$ cat config.mk
export PLATFORM = sky130hd
export DESIGN_NAME = vga_pixel_out
export DESIGN_NICKNAME = d
export VERILOG_FILES = /design/src/rtl/vga_timing_pkg.sv /design/src/rtl/vga_sync_counter.sv /design/src/rtl/vga_pixel_out.sv
export SDC_FILE = /design/constraint.sdc
export NUM_CORES = 1
export LEC_CHECK = 0
export ABC_AREA = 1
export ABC_CLOCK_PERIOD_IN_PS = 1710
export BUFFER_PORTS_ARGS = -buffer_cell sky130_fd_sc_hd__buf_2
export CORE_ASPECT_RATIO = 1.25
export CORE_MARGIN = 10
export CORE_UTILIZATION = 54
export DETAILED_ROUTE_END_ITERATION = 12
export PLACE_DENSITY = 0.79
export SLEW_MARGIN = 0
export SYNTH_ARGS = -nofsm -noshare
export SYNTH_HDL_FRONTEND = slang
export SYNTH_SLANG_ARGS = --single-unit
$ cat constraint.sdc
create_clock -name clk -period 1.71 [get_ports clk]
set_input_delay 0.171 -clock clk [delete_from_list [all_inputs] [get_ports clk]]
set_output_delay 0.171 -clock clk [all_outputs]
set_load 0.03 [all_outputs]
$ cat src/rtl/vga_timing_pkg.sv
// vga_timing_pkg: 640x480@60 timing defaults, counter widths and pixel field layout
package vga_timing_pkg;
    localparam int H_ACTIVE_DEF = 640;
    localparam int H_FP_DEF     = 16;
    localparam int H_SYNC_DEF   = 96;
    localparam int H_BP_DEF     = 48;
    localparam int V_ACTIVE_DEF = 480;
    localparam int V_FP_DEF     = 10;
    localparam int V_SYNC_DEF   = 2;
    localparam int V_BP_DEF     = 33;
    localparam int H_TOTAL      = H_ACTIVE_DEF + H_FP_DEF + H_SYNC_DEF + H_BP_DEF;
    localparam int V_TOTAL      = V_ACTIVE_DEF + V_FP_DEF + V_SYNC_DEF + V_BP_DEF;
    localparam int PIX_W        = 24;
    localparam int CNT_W        = 10;
    localparam int DIV_W        = 4;
    localparam int R_MSB        = 23;
    localparam int R_LSB        = 16;
    localparam int G_MSB        = 15;
    localparam int G_LSB        = 8;
    localparam int B_MSB        = 7;
    localparam int B_LSB        = 0;
endpackage

$ cat src/rtl/vga_sync_counter.sv
// vga_sync_counter: pixel-tick divider plus h/v position counters and raw timing decode
// Ports: clk, rst (async active-low); pix_tick, h_cnt, v_cnt, active, hsync_n, vsync_n,
//        frame_start_n -- all combinational from the counter state.
module vga_sync_counter
    import vga_timing_pkg::*;
#(
    parameter int CLK_DIV  = 4,
    parameter int H_ACTIVE = H_ACTIVE_DEF,
    parameter int H_FP     = H_FP_DEF,
    parameter int H_SYNC   = H_SYNC_DEF,
    parameter int H_BP     = H_BP_DEF,
    parameter int V_ACTIVE = V_ACTIVE_DEF,
    parameter int V_FP     = V_FP_DEF,
    parameter int V_SYNC   = V_SYNC_DEF,
    parameter int V_BP     = V_BP_DEF
) (
    input  logic             clk,
    input  logic             rst,
    output logic             pix_tick,
    output logic [CNT_W-1:0] h_cnt,
    output logic [CNT_W-1:0] v_cnt,
    output logic             active,
    output logic             hsync_n,
    output logic             vsync_n,
    output logic             frame_start_n
);
    localparam logic [DIV_W-1:0] DIV_LAST = DIV_W'(CLK_DIV - 1);
    localparam logic [CNT_W-1:0] H_LAST   = CNT_W'(H_ACTIVE + H_FP + H_SYNC + H_BP - 1);
    localparam logic [CNT_W-1:0] V_LAST   = CNT_W'(V_ACTIVE + V_FP + V_SYNC + V_BP - 1);
    localparam logic [CNT_W-1:0] HA       = CNT_W'(H_ACTIVE);
    localparam logic [CNT_W-1:0] VA       = CNT_W'(V_ACTIVE);
    localparam logic [CNT_W-1:0] HS0      = CNT_W'(H_ACTIVE + H_FP);
    localparam logic [CNT_W-1:0] HS1      = CNT_W'(H_ACTIVE + H_FP + H_SYNC);
    localparam logic [CNT_W-1:0] VS0      = CNT_W'(V_ACTIVE + V_FP);
    localparam logic [CNT_W-1:0] VS1      = CNT_W'(V_ACTIVE + V_FP + V_SYNC);

    logic [DIV_W-1:0] div_cnt;

    assign pix_tick      = div_cnt == DIV_LAST;
    assign active        = (h_cnt < HA) && (v_cnt < VA);
    assign hsync_n       = !((h_cnt >= HS0) && (h_cnt < HS1));
    assign vsync_n       = !((v_cnt >= VS0) && (v_cnt < VS1));
    assign frame_start_n = !(pix_tick && h_cnt == '0 && v_cnt == '0);

    always_ff @(posedge clk or negedge rst) begin
        if (!rst) begin
            div_cnt <= '0;
            h_cnt   <= '0;
            v_cnt   <= '0;
        end else begin
            div_cnt <= pix_tick ? '0 : div_cnt + DIV_W'(1);
            if (pix_tick) begin
                h_cnt <= (h_cnt == H_LAST) ? '0 : h_cnt + CNT_W'(1);
                if (h_cnt == H_LAST)
                    v_cnt <= (v_cnt == V_LAST) ? '0 : v_cnt + CNT_W'(1);
            end
        end
    end
endmodule

$ cat src/rtl/vga_pixel_out.sv
// vga_pixel_out: drains the FWFT pixel FIFO into registered VGA RGB/sync/blank outputs
// Ports: clk, rst (async active-low); fifo_data/fifo_empty in, fifo_read out (pop pulse);
//        red/green/blue, hsync, vsync, blank, frame_start registered; underflow sticky.
module vga_pixel_out
    import vga_timing_pkg::*;
#(
    parameter int CLK_DIV  = 4,
    parameter int H_ACTIVE = H_ACTIVE_DEF,
    parameter int H_FP     = H_FP_DEF,
    parameter int H_SYNC   = H_SYNC_DEF,
    parameter int H_BP     = H_BP_DEF,
    parameter int V_ACTIVE = V_ACTIVE_DEF,
    parameter int V_FP     = V_FP_DEF,
    parameter int V_SYNC   = V_SYNC_DEF,
    parameter int V_BP     = V_BP_DEF
) (
    input  logic             clk,
    input  logic             rst,
    input  logic [PIX_W-1:0] fifo_data,
    input  logic             fifo_empty,
    output logic             fifo_read,
    output logic [7:0]       red,
    output logic [7:0]       green,
    output logic [7:0]       blue,
    output logic             hsync,
    output logic             vsync,
    output logic             blank,
    output logic             frame_start,
    output logic             underflow
);
    logic             pix_tick;
    logic             active;
    logic             hsync_n;
    logic             vsync_n;
    logic             frame_start_n;
    logic [CNT_W-1:0] h_cnt;
    logic [CNT_W-1:0] v_cnt;
    logic             unused_pos;

    vga_sync_counter #(
        .CLK_DIV(CLK_DIV), .H_ACTIVE(H_ACTIVE), .H_FP(H_FP), .H_SYNC(H_SYNC), .H_BP(H_BP),
        .V_ACTIVE(V_ACTIVE), .V_FP(V_FP), .V_SYNC(V_SYNC), .V_BP(V_BP)
    ) u_sync (
        .clk(clk), .rst(rst), .pix_tick(pix_tick), .h_cnt(h_cnt), .v_cnt(v_cnt),
        .active(active), .hsync_n(hsync_n), .vsync_n(vsync_n), .frame_start_n(frame_start_n)
    );

    // position counters are only of interest for probing; the decode above covers this stage
    assign unused_pos = ^{h_cnt, v_cnt};

    // pop on the same edge that the RGB register captures the head word
    assign fifo_read = pix_tick && active && !fifo_empty;

    always_ff @(posedge clk or negedge rst) begin
        if (!rst) begin
            red         <= '0;
            green       <= '0;
            blue        <= '0;
            hsync       <= 1'b1;
            vsync       <= 1'b1;
            blank       <= 1'b1;
            frame_start <= 1'b0;
            underflow   <= 1'b0;
        end else begin
            frame_start <= !frame_start_n;
            if (pix_tick) begin
                red   <= fifo_read ? fifo_data[R_MSB:R_LSB] : '0;
                green <= fifo_read ? fifo_data[G_MSB:G_LSB] : '0;
                blue  <= fifo_read ? fifo_data[B_MSB:B_LSB] : '0;
                hsync <= hsync_n;
                vsync <= vsync_n;
                blank <= !active;
            end
            if (pix_tick && active && fifo_empty)
                underflow <= 1'b1;
        end
    end
endmodule

==> results summary, run 1 <==
The flow ran to the end, and the final reports show no timing, DRC or antenna violations. The first detailed-routing pass took 5 iterations. The total of buffers placed on input and output ports is 56.

Dividing the detail-routed wire length by the instance count gives 13.89 µm. Along the worst path, the maximum fanout reaches 4. The worst IR drop on VDD is 0.3723 mV. The net count of the finished layout is 417. Measured along the y axis, the die boundary spans 97.77 µm. The post-synthesis to final-layout area growth came out at 20.26%. For the final database, setup skew stands at 5.552 ps. In the layout the commonest cells are 112 x nand2_1, 55 x buf_2, 50 x dfrtp_1. The remaining routing DRC violations is 0. Following the worst setup path forward leads to its endpoint at fifo_read. The smallest clock period supported by the final layout is computed as 1637 ps.

For this design, the sink count on the clock tree is 53. The final non-filler cell total is 445. The standard cell with the maximum stage delay on the critical path is dfrtp_1. The antenna violation net count after detailed routing came out at 0. Overall power consumption after layout is estimated at 0.002174 W.

The number of different library cells in the post-synthesis netlist came out at 33. The critical path goes through nand2_2, inv_2, nor3_4, nand3_2, inv_4, buf_4. The source-to-sink clock delay at the later pin of the worst-skew pair is 300 ps. Clock tree synthesis selected as its root buffer the cell clkbuf_8. The power per unit of standard cell area is 692.1 mW/mm².

The transition time at the pin with the least slew margin is 457.7 ps. The buffer depth of the longest clock path is 2. TritonCTS built the clock tree. Adding up every negative setup slack in the final design gives 0 ps.

The flop-to-flop setup slack is 140 ps. Dividing the detail-routed via count by the number of cells gives 5.074. The endpoint class of the critical path is an output port. The clock-pin transition on the worst setup and hold timing paths came out at 90 ps. The number of antenna violations at the first check in global routing came out at 0. The synthesized area per cell came out at 8.320 µm².

The critical path required time is 1540 ps. The overall fraction of global-route tracks in use came out at 15.76%. In the post-route analysis, the smallest setup slack over all paths is 73.05 ps. During I/O placement, the number of pins put on the boundary was 57. The detailed router finished its first iteration with 116 violations.

The total count of max-transition violations in the final report was 0. The layout has 380 filler cells. The maximum number of pins on one net before global-route repair came out at 36. After layout, the worst path uses 95.73% of the clock period. In this run the critical register-to-register path is captured at u_sync.v_cnt[4]. The core footprint came out at 0.004695 mm².

The total number of vias is 2258. The most common cell after layout, fill and taps aside is nand2_1. The worst setup path is of the reg2out kind.

The area of the mapped netlist came out at 0.002613 mm². The total grt overflow is 0. In this run the worst setup path begins at u_sync.h_cnt[9]. Counting tap cells, the placed design contains a total of 429 instances.

The class of the worst hold path is in2reg. The H-tree was split into 2 levels. The x dimension of the die came out at 82.21 µm. The starting density of the core is 55.65%. The maximum single-stage delay on the critical path came out at 430 ps. The headroom to the max-slew limit is 69.49%. The length in cells of the worst reg-to-reg path came out at 8. Counting every instance in the synthesized netlist gives 314. The half-perimeter wire length of the detailed placement result came out at 4716 µm. The arrival time at the worst endpoint came out at 1470 ps. Setup violations remaining at the end of the flow were counted as 0.

The number of clock buffers added by TritonCTS is 5. The fraction of final layout cells with drive strength greater than 1 is 27.27%. The number of global-route vias before repair is 2299. The number of nets handed over by synthesis was 347.

The leakage power total is 1.691 nW. The kind of start point of the critical path is a flop. The maximum clock frequency is 0.6109 GHz. The floorplan has 28 rows. After synthesis, flip-flops and latches occupy 50.91% of the total area. Wires add up to 6182 µm. The routability congestion estimate is 0.8355. The floorplan die area is 0.008037 mm². Max-cap violations in this run came to 0. During synthesis, Yosys emitted a total of 0 warnings. The final number of hold-violating endpoints came out at 0. The flop and latch count out of synthesis is 53. The repair_antennas step left the layout with diodes totalling 0. The startpoint identified for the worst register-to-register timing path is u_sync.h_cnt[0].

The worst-case setup slack after placement came out at 115.2 ps. The global-route wire length before repair is 10420 µm.
[flip-flops by register name, indices dropped and copies added, names as in the netlist]
register        cells
u_sync.div_cnt      4
red                 8
u_sync.v_cnt       10
vsync               1
underflow           1
blank               1
frame_start         1
blue                8
u_sync.h_cnt       10
green               8
hsync               1
[layout make-up]
| cell class | instances | area, µm² | area share [%] |
|---|---|---|---|
| clock buffers | 6 | 72.57 | 2.310 |
| flip-flops and latches | 53 | 1330 | 42.33 |
| inverters | 28 | 107.6 | 3.425 |
| repair buffers | 69 | 395.4 | 12.58 |
| clock inverters | 2 | 15.01 | 0.4779 |
| well taps | 60 | 75.07 | 2.389 |
| multi-input cells | 227 | 1146 | 36.48 |
[layer usage]
metal | part of all wire [%] | track usage, % | up-vias
li1 | - | - | 1116
met1 | 40 | 18.79 | 1043
met2 | 47 | 25.13 | 86
met3 | 11 | 4.587 | 13
met4 | 2.3 | 7.218 | 0
met5 | 0 | 0 | -
[cells in the mapped netlist]
cell | instances | area, µm²
nand2_1 | 113 | 424.2
dfrtp_1 | 50 | 1251
nor2_1 | 32 | 120.1
inv_1 | 24 | 90.09
nand3_1 | 23 | 115.1
nand2_2 | 9 | 56.30
xor2_1 | 8 | 70.07
a21oi_1 | 6 | 30.03
ha_1 | 6 | 75.07
nand3b_1 | 4 | 30.03
o21ai_0 | 4 | 20.02
buf_2 | 3 | 15.01
dfstp_2 | 3 | 78.83
nand3_2 | 3 | 30.03
nor2_4 | 3 | 33.78
inv_2 | 2 | 7.510
nand4_1 | 2 | 12.51
nor2_2 | 2 | 12.51
nor3_1 | 2 | 10.01
nor4_1 | 2 | 12.51
a31oi_1 | 1 | 6.260
buf_4 | 1 | 7.510
buf_6 | 1 | 11.26
buf_8 | 1 | 15.01
clkinv_1 | 1 | 3.750
inv_4 | 1 | 6.260
nand2_4 | 1 | 11.26
nor3_2 | 1 | 10.01
nor3_4 | 1 | 16.27
o21a_1 | 1 | 7.510
o21bai_1 | 1 | 7.510
or2_2 | 1 | 6.260
xnor2_1 | 1 | 8.760
[metrics by stage]
step,util (%),hold WS (ps),instance area (µm²)
5_1_grt,66.92,50.67,3142
4_1_cts,66.39,51.20,3117
3_5_place_dp,63.25,149.5,2969
3_3_place_gp,63.25,137.0,2969
6_report,66.92,58.78,3142
2_1_floorplan,-,-124.6,2613
[cells by family after synthesis]
kind of cell	after synthesis	share of synthesized area, %
and+or+nand+nor	199	34.48
DFF	53	50.91
buffers and inverters	34	5.987
AOI/OAI and AO/OA	13	2.730
xor gates and xnor gates	9	3.017
adders and majority gates	6	2.873
[power breakdown]
part / internal (W) / switching, W / total (W)
registers: 0.00128 / 0.0000148 / 0.00130
logic: 0.0000593 / 0.000124 / 0.000184
clock network: 0.000289 / 0.000406 / 0.000695
total: 0.00163 / 0.000545 / 0.00217
[worst max-delay path, delay by kind of cell, from the launching register on]
kind | cells | cell delay, ps
buffers and inverters | 3 | 300
DFF | 1 | 430
and+or+nand+nor | 3 | 430
[timing repair]
item	CTS	global route
endpoints found under the hold margin	16	0
gates resized for setup	2	3
buffers inserted	6	1
endpoints found under the setup margin	1	2
pin swaps	2	2
hold buffers	1	0
[worst min path at each step]
stage / startpoint / cells after the start / slack (ps) / end
after floorplan: rst / 0 / -120 / blue[0]
after global placement: rst / 1 / 140 / red[5]
after detailed placement: rst / 1 / 150 / red[1]
after CTS: fifo_data[5] / 3 / 50 / blue[5]
after global routing: fifo_data[15] / 3 / 50 / green[7]
final: fifo_data[5] / 3 / 60 / blue[5]
Power figures use the tool's default switching activity.
==> run 2, diff against run 1 <==
--- a/config.mk
+++ b/config.mk
@@ -6,10 +6,9 @@
 export NUM_CORES = 1
 export LEC_CHECK = 0
-export ABC_AREA = 1
 export ABC_CLOCK_PERIOD_IN_PS = 1710
 export BUFFER_PORTS_ARGS = -buffer_cell sky130_fd_sc_hd__buf_2
 export CORE_ASPECT_RATIO = 1.25
 export CORE_MARGIN = 10
-export CORE_UTILIZATION = 54
+export CORE_UTILIZATION = 53
 export DETAILED_ROUTE_END_ITERATION = 12
 export PLACE_DENSITY = 0.79
==> constraint.sdc (replaced) <==
create_clock -name clk -period 1.71 [get_ports clk]
set_input_delay 0.2565 -clock clk [delete_from_list [all_inputs] [get_ports clk]]
set_output_delay 0.2565 -clock clk [all_outputs]
set_load 0.03 [all_outputs]
==> results summary, run 2 <==
The flow ran to the end, but the final reports show violations. The checks that failed: setup timing. The overall power consumption came out at 0.002209 W (+1.6%). The area of the mapped netlist was 0.002338 mm² (-10%). The boundary pin count is 57 (unchanged). The number of placement rows came to 26 (-7.1%). The length in cells of the worst reg-to-reg path came out at 9 (+1). The worst clock skew came out at 8.052 ps (+2.500 ps).

The fraction of final layout cells with drive strength greater than 1 came to 43.30% (+16 points). The final antenna diode count came out at 0 (unchanged). The final critical delay including setup and external delays was 2107 ps (+469.9 ps).

dfrtp_1 is the most common cell in the netlist. The tree is rooted in a clkbuf_8. The number of clock sinks seen by CTS is 53 (unchanged). The worst-case setup slack after placement is -186.3 ps (-301.5 ps).

The average wire per cell in the routed design is 19.21 µm (+38%). The setup slack of the critical path after layout came out at -396.9 ps (-469.9 ps). The final number of hold-violating endpoints was 0 (unchanged). The flop and latch count out of synthesis is 53 (unchanged).

The buffer depth of the longest clock path came to 2 (unchanged). In the synthesized netlist, the cells that appear most often are 50 x dfrtp_1, 25 x a22o_1, 13 x nand2_1. By startpoint and endpoint, the worst setup path is classified as reg2out. The endpoint class of the critical path is an output port.

The filler cell count was 274 (-28%). The cell count of the worst hold path is 2 (-1). The remaining routing DRC violations came out at 0 (unchanged). The cell family contributing the most delay on the critical path is simple AND/OR/NAND/NOR gates.

The antenna violation net count after detailed routing is 0 (unchanged). The total negative setup slack is -7635 ps (-7635 ps). The headroom to the max-slew limit came to 64.57% (-4.9 points).

Among all flip-flop cells after synthesis, the most frequent one is dfrtp_1. The number of antenna violations at the first check in global routing is 0 (unchanged). The critical path required time is 1450 ps (-90 ps).

The total grt overflow is 0 (unchanged). TritonCTS built the clock tree. The flop-to-flop setup slack came out at -350 ps (-490 ps). The post-synthesis to final-layout area growth is 38.58%. The number of buffers created by CTS came out at 5 (unchanged). The transition time at the pin with the least slew margin is 531.4 ps (+73.72 ps). The total number of vias came to 1967 (-13%).

The maximum number of pins on one net before global-route repair is 28 (-22%). The final layout net count was 323 (-23%). The routability congestion estimate came out at 0.9271 (+11%).

The starting density of the core was 56.16% (+0.51 points). Walking the worst path, the cells encountered are ha_2, or3b_4, nor4b_4, and2b_2, buf_6. The total wire length after detailed routing came out at 6667 µm (+7.8%).

For hold timing, the worst endpoint is blue[7]. The arrival time at the worst endpoint came out at 1850 ps (+380 ps). The synthesized area per cell came out at 11.81 µm² (+42%). The source-to-sink clock delay at the later pin of the worst-skew pair was 320 ps (+20 ps). The core footprint is 0.004164 mm² (-11%). The maximum fanout along the worst path came to 2 (-2). The path class of the tightest hold or removal check is in2reg. The half-perimeter wire length of the detailed placement result is 4101 µm (-13%). The leakage power total is 1.575 nW (-6.9%). The number of setup violations in the final report came to 27 (+27). The post-synthesis sequential area ratio is 56.88% (+6.0 points). The number of cells after detailed placement was 322 (-25%). The overall fraction of global-route tracks in use came out at 16.88% (+1.1 points).

The startpoint of the lowest-slack register-to-register path is u_sync.div_cnt[1]. Setup repair after global routing could not meet its margin everywhere. The fraction of registers with async set/reset is 100.0% (unchanged).

The number of synthesized flops with an enable pin came to 0 (unchanged). The number of nets in the synthesized netlist is 231 (-33%). The x dimension of the die is 79.41 µm (-3.4%).

The total count of max-transition violations in the final report is 0 (unchanged). The largest area contributor in the synthesized netlist is dfrtp_1. The worst hold path begins at fifo_data[7]. The kind of start point of the critical path is a flop. The total of buffers placed on input and output ports is 56 (unchanged). Leaving out fill and tap cells, the most frequent cell in the layout is buf_2. The maximum clock frequency is 0.4746 GHz (-22%). The number of different library cells in the post-synthesis netlist is 41 (+24%). The proportion of netlist area held by the largest area contributor came out at 53.50% (+5.6 points).

The final worst-path cycle share is 123.2% (+27 points). After synthesis, the cell types taking the most area are dfrtp_1 54%, a22o_1 9.4%, dfstp_2 3.4%. The power per unit of standard cell area is 681.7 mW/mm² (-1.5%). The number of H-tree levels is 2 (unchanged).

The number of iterations in the first detailed-routing pass is 4 (-1). The DRC violation total after the first TritonRoute iteration was 145 (+25%). The height of the chip is 94.27 µm (-3.6%). The maximum single-stage delay on the critical path came out at 390 ps (-40 ps). On the critical path, the stage with the largest delay is an instance of or3b_4. In the layout the commonest cells are 55 x buf_2, 50 x dfrtp_1, 25 x a22o_1. The number of max-capacitance violations reported came out at 0 (unchanged). The final non-filler cell total is 347 (-22%).

The number of warnings reported in the yosys synthesis log came to 0 (unchanged). The worst IR drop on VDD came out at 0.6432 mV (+73%). The via-per-instance ratio came to 5.669 (+12%).

The buffer and inverter count on the worst path is 1 (-2). The clock-pin transition on the worst setup and hold timing paths came out at 100 ps (about the same). The post-synthesis instance total is 198 (-37%). In this run the critical register-to-register path is captured at red[7].

The floorplan die area is 0.007486 mm² (-6.9%). The global-route wire length before repair came out at 9998 µm (-4.0%). The number of global-route vias before repair is 1975 (-14%). In the final layout, the registers with the most flip-flops are u_sync.h_cnt x10, u_sync.v_cnt x10.
[run 2: cell types whose count changed after synthesis, sizes merged, moves of 6 or more]
cell	before	now
inv	27	5
a22o	0	25
nand2	123	13
xnor2	1	7
nor2	37	12
nand3	26	11
[run 2: repair_timing]
action	4_1_cts	5_1_grt
hold buffers	1	0
gates cloned	2	2
hold endpoints to repair	19	0
resized for setup	9	30
setup endpoints to repair	26	36
buffers inserted	3	9
pin swaps	1	16
[run 2: final cells by class]
class,count,area [µm²],area share [%]
clock buffer,5,68.82,2.124
sequential,53,1330,41.04
timing repair buffer,95,706.9,21.81
multi-input combinational,130,1023,31.58
tap,56,70.07,2.162
clock inverter,3,22.52,0.6950
inverter,5,18.77,0.5792
[run 2: routing by layer]
metal	vias up	track usage (%)	wire length [µm]
li1	911	-	-
met1	971	19.57	2613
met2	73	28.20	3457
met3	12	5.268	439
met4	0	6.737	155
met5	-	0	0
[run 2: how the worst max path moves through the flow]
stage | from | endpoint | slack, ps | cells past startpoint
2_1_floorplan | u_sync.div_cnt[0] | fifo_read | -220 | 7
6_report | u_sync.div_cnt[1] | fifo_read | -400 | 5
3_3_place_gp | u_sync.div_cnt[1] | green[3] | -90 | 6
3_5_place_dp | u_sync.div_cnt[1] | blue[1] | -190 | 6
5_1_grt | u_sync.div_cnt[0] | fifo_read | -460 | 5
4_1_cts | u_sync.div_cnt[1] | fifo_read | -390 | 5
[run 2: kinds of logic (layout without fill, tap and decap cells)]
group	Yosys count	count (layout)	synth area share, %
buffers and inverters	15	108	3.424
flip-flops	53	53	56.88
AO/OA/AOI/OAI	41	41	13.54
AND/OR/NAND/NOR	69	69	17.44
multiplexers	3	3	1.391
adder cells (fa/ha/maj)	6	6	3.210
XOR/XNOR	11	11	4.120
[run 2: power breakdown]
| group | internal, W | leakage, nW | total [W] | switching [W] |
|---|---|---|---|---|
| clock network | 0.000288 | 0.0364 | 0.000725 | 0.000437 |
| logic | 0.0000698 | 0.854 | 0.000187 | 0.000117 |
| registers | 0.00128 | 0.684 | 0.00130 | 0.0000153 |
| total | 0.00164 | 1.57 | 0.00221 | 0.000570 |
[run 2: per-stage QoR]
step	area, µm²	util (%)	hold slack [ps]
final	3241	77.82	148.2
after global routing	3241	77.82	136.1
after CTS	3028	72.72	143.9
after detailed placement	2808	67.43	260.6
after global placement	2808	67.43	257.6
after floorplan	2352	-	-39.09
==> run 3, diff against run 2 <==
MAX_ROUTING_LAYER = met4   (was default)
==> results summary, run 3 (synthesis gave the netlist of run 2 again) <==
The flow ran to the end, but the final reports show violations. The final reports fail on setup timing. The global-route track usage on met3 came out at 5.364% (+0.096 points). The worst clock skew came out at 6.892 ps (-1.160 ps). The final non-filler cell total came out at 347 (unchanged). The floorplan die area came to 0.007486 mm² (unchanged). The flop-to-flop setup slack is -350 ps (about the same). The post-synthesis to final-layout area growth came out at 38.79%. The remaining routing DRC violations is 0 (unchanged). The global routing usage on met2 is 28.27% (+0.068 points). The critical path's top delay family is simple AND/OR/NAND/NOR gates. The buffer depth of the longest clock path is 2 (unchanged). The buffer and inverter count on the worst path came to 1 (unchanged). The maximum clock frequency came to 0.4747 GHz (about the same). The clock-pin transition on the worst setup and hold timing paths is 100 ps (about the same). The number of cells after detailed placement came to 322 (unchanged).

The number of placement rows is 26 (unchanged). The number of setup violations in the final report is 27 (unchanged). TritonCTS built the clock tree. The average wire per cell in the routed design is 19.19 µm (-0.10%).

The area of all sequential standard cells is 0.001330 mm² (unchanged). The filler cell count was 274 (unchanged). The headroom to the max-slew limit came to 63.83% (-0.75 points). The standard cell with the maximum stage delay on the critical path is or3b_4. The core footprint is 0.004164 mm² (unchanged). The number of antenna violations at the first check in global routing is 0 (unchanged). STA classifies the critical path endpoint as an output port. The kind of start point of the critical path is a flop. The final core area utilization came out at 77.94% (+0.12 points).

The number of buffers created by CTS is 5 (unchanged). The via-per-instance ratio came out at 5.677 (+0.15%). The setup slack of the critical path after layout is -396.5 ps (+0.4010 ps).

The total grt overflow was 0 (unchanged). The critical path required time was 1450 ps (about the same). The half-perimeter wire length of the detailed placement result is 4101 µm (unchanged). In this run the clock root is driven by a clkbuf_8.

The antenna violation net count after detailed routing is 0 (unchanged). The boundary pin count is 57 (unchanged). The power per unit of standard cell area came out at 678.0 mW/mm² (-0.53%).

The final layout net count came out at 323 (unchanged). The instance count on the critical path came out at 5 (unchanged). Leaving out fill and tap cells, the most frequent cell in the layout is buf_2. The final antenna diode count is 0 (unchanged). The total of buffers placed on input and output ports came out at 56 (unchanged). The transition time at the pin with the least slew margin came out at 542.6 ps (+11.18 ps). The total count of max-transition violations in the final report was 0 (unchanged). The class of the worst hold path is in2reg. The fraction of final layout cells with drive strength greater than 1 came to 43.30% (unchanged). The critical path is of the reg2out type. The signal on the critical path passes through ha_2, or3b_4, nor4b_4, and2b_2, buf_6. The DRC violation total after the first TritonRoute iteration came out at 120 (-17%). The worst IR drop on VDD is 0.6329 mV (-1.6%). The arrival time at the worst endpoint is 1850 ps (about the same). The area of placed instances came out at 0.002808 mm² (unchanged). The number of H-tree levels came to 2 (unchanged).

The overall fraction of global-route tracks in use was 17.34% (+0.46 points). The total number of vias came out at 1970 (+0.15%). The source-to-sink clock delay at the later pin of the worst-skew pair is 320 ps (about the same).

The final worst-path cycle share came out at 123.2% (about the same). The routability congestion estimate came to 0.9435 (+1.8%). The met1 layer usage reported by global route is 19.40% (-0.17 points). The area used by multi-input combinational logic came out at 0.001028 mm² (+0.49%). The length in cells of the worst reg-to-reg path came out at 9 (unchanged). Setup repair after global routing could not meet its margin everywhere. The number of clock sinks seen by CTS was 53 (unchanged). In this run the critical register-to-register path is launched from u_sync.div_cnt[1].

The height of the chip came to 94.27 µm (unchanged). The maximum number of pins on one net before global-route repair is 28 (unchanged). The final number of hold-violating endpoints was 0 (unchanged).

The largest registers in the layout are u_sync.h_cnt x10, u_sync.v_cnt x10. The capture point of the worst reg-to-reg path is red[7]. The layer with the highest usage is met2. The number of global-route vias before repair came out at 1986 (+0.56%).

The final critical delay including setup and external delays came out at 2106 ps (-0.4010 ps). The total wire length after detailed routing came out at 6660 µm (-0.10%). In this run the worst setup path begins at u_sync.div_cnt[1]. The x dimension of the die is 79.41 µm (unchanged). The global-route wire length before repair came out at 9991 µm (about the same). The final design area excluding fillers is 0.003246 mm² (+0.15%). The number of iterations in the first detailed-routing pass came out at 4 (unchanged). The starting density of the core is 56.16% (unchanged).

The number of max-capacitance violations reported came to 0 (unchanged). The leakage power total came out at 1.575 nW (about the same). The maximum fanout along the worst path is 2 (unchanged). In this run the worst setup path terminates at fifo_read.

Leaving out fill and tap cells, the most frequent cells in the layout are 55 x buf_2, 50 x dfrtp_1, 25 x a22o_1. The maximum single-stage delay on the critical path came out at 390 ps (about the same).
run 3: cell types whose count changed in the layout (fill, tap and decap cells not counted):
cell    previous run  this run
nor2_2             1         0
nor2_4             1         2
run 3: final cells by class:
type	instances	area share (%)
Clock buffer	5	2.120
Clock inverter	3	0.6939
Inverter	5	0.5783
Multi-Input combinational cell	130	31.69
Sequential cell	53	40.98
Tap cell	56	2.159
Timing Repair Buffer	95	21.78
run 3: worst min path at each step:
stage | from | end | slack (ps) | cells after the start
after floorplan | rst | blue[0] | -40 | 0
after global placement | rst | green[0] | 260 | 1
after detailed placement | rst | green[0] | 260 | 1
after CTS | fifo_data[9] | green[1] | 140 | 2
after global routing | fifo_data[11] | green[3] | 140 | 2
final | fifo_data[7] | blue[7] | 150 | 2
run 3: stage by stage:
| stage | power, W | setup slack, ps | hold WS [ps] | setup TNS, ps |
|---|---|---|---|---|
| 2_1_floorplan | 0.001406 | -218.9 | -39.09 | -2837 |
| 3_3_place_gp | 0.001503 | -90.85 | 257.6 | -2033 |
| 3_5_place_dp | 0.001507 | -186.3 | 260.6 | -4127 |
| 4_1_cts | 0.002211 | -387.7 | 143.9 | -5634 |
| 5_1_grt | 0.002290 | -460.1 | 136.1 | -9807 |
| 6_report | 0.002201 | -396.5 | 149.0 | -7633 |
run 3: power by group:
part | leakage [nW] | switching (W) | internal (W)
Combinational | 0.854 | 0.000117 | 0.0000698
Sequential | 0.684 | 0.0000152 | 0.00128
Clock | 0.0364 | 0.000429 | 0.000288
run 3: per-layer routing:
metal | up-vias | share of wire (%)
met3 | 12 | 6.7
met4 | 0 | 2.3
met2 | 79 | 52
met5 | - | 0
met1 | 967 | 39
li1 | 912 | -
run 3: worst reg2reg max path, delay by kind of cell, from the launching register on:
kind,cells,cell delay [ps]
simple gates,3,840
flops,1,370
buf+inv,4,500
fa+ha+maj,1,180
compound gates,1,120
run 3: repair_timing:
action,in CTS,in global routing
hold buffers,1,0
buffers inserted,3,9
gates resized for setup,9,31
setup endpoints to repair,26,36
pin swaps,1,15
gates cloned,2,2
endpoints found under the hold margin,19,0
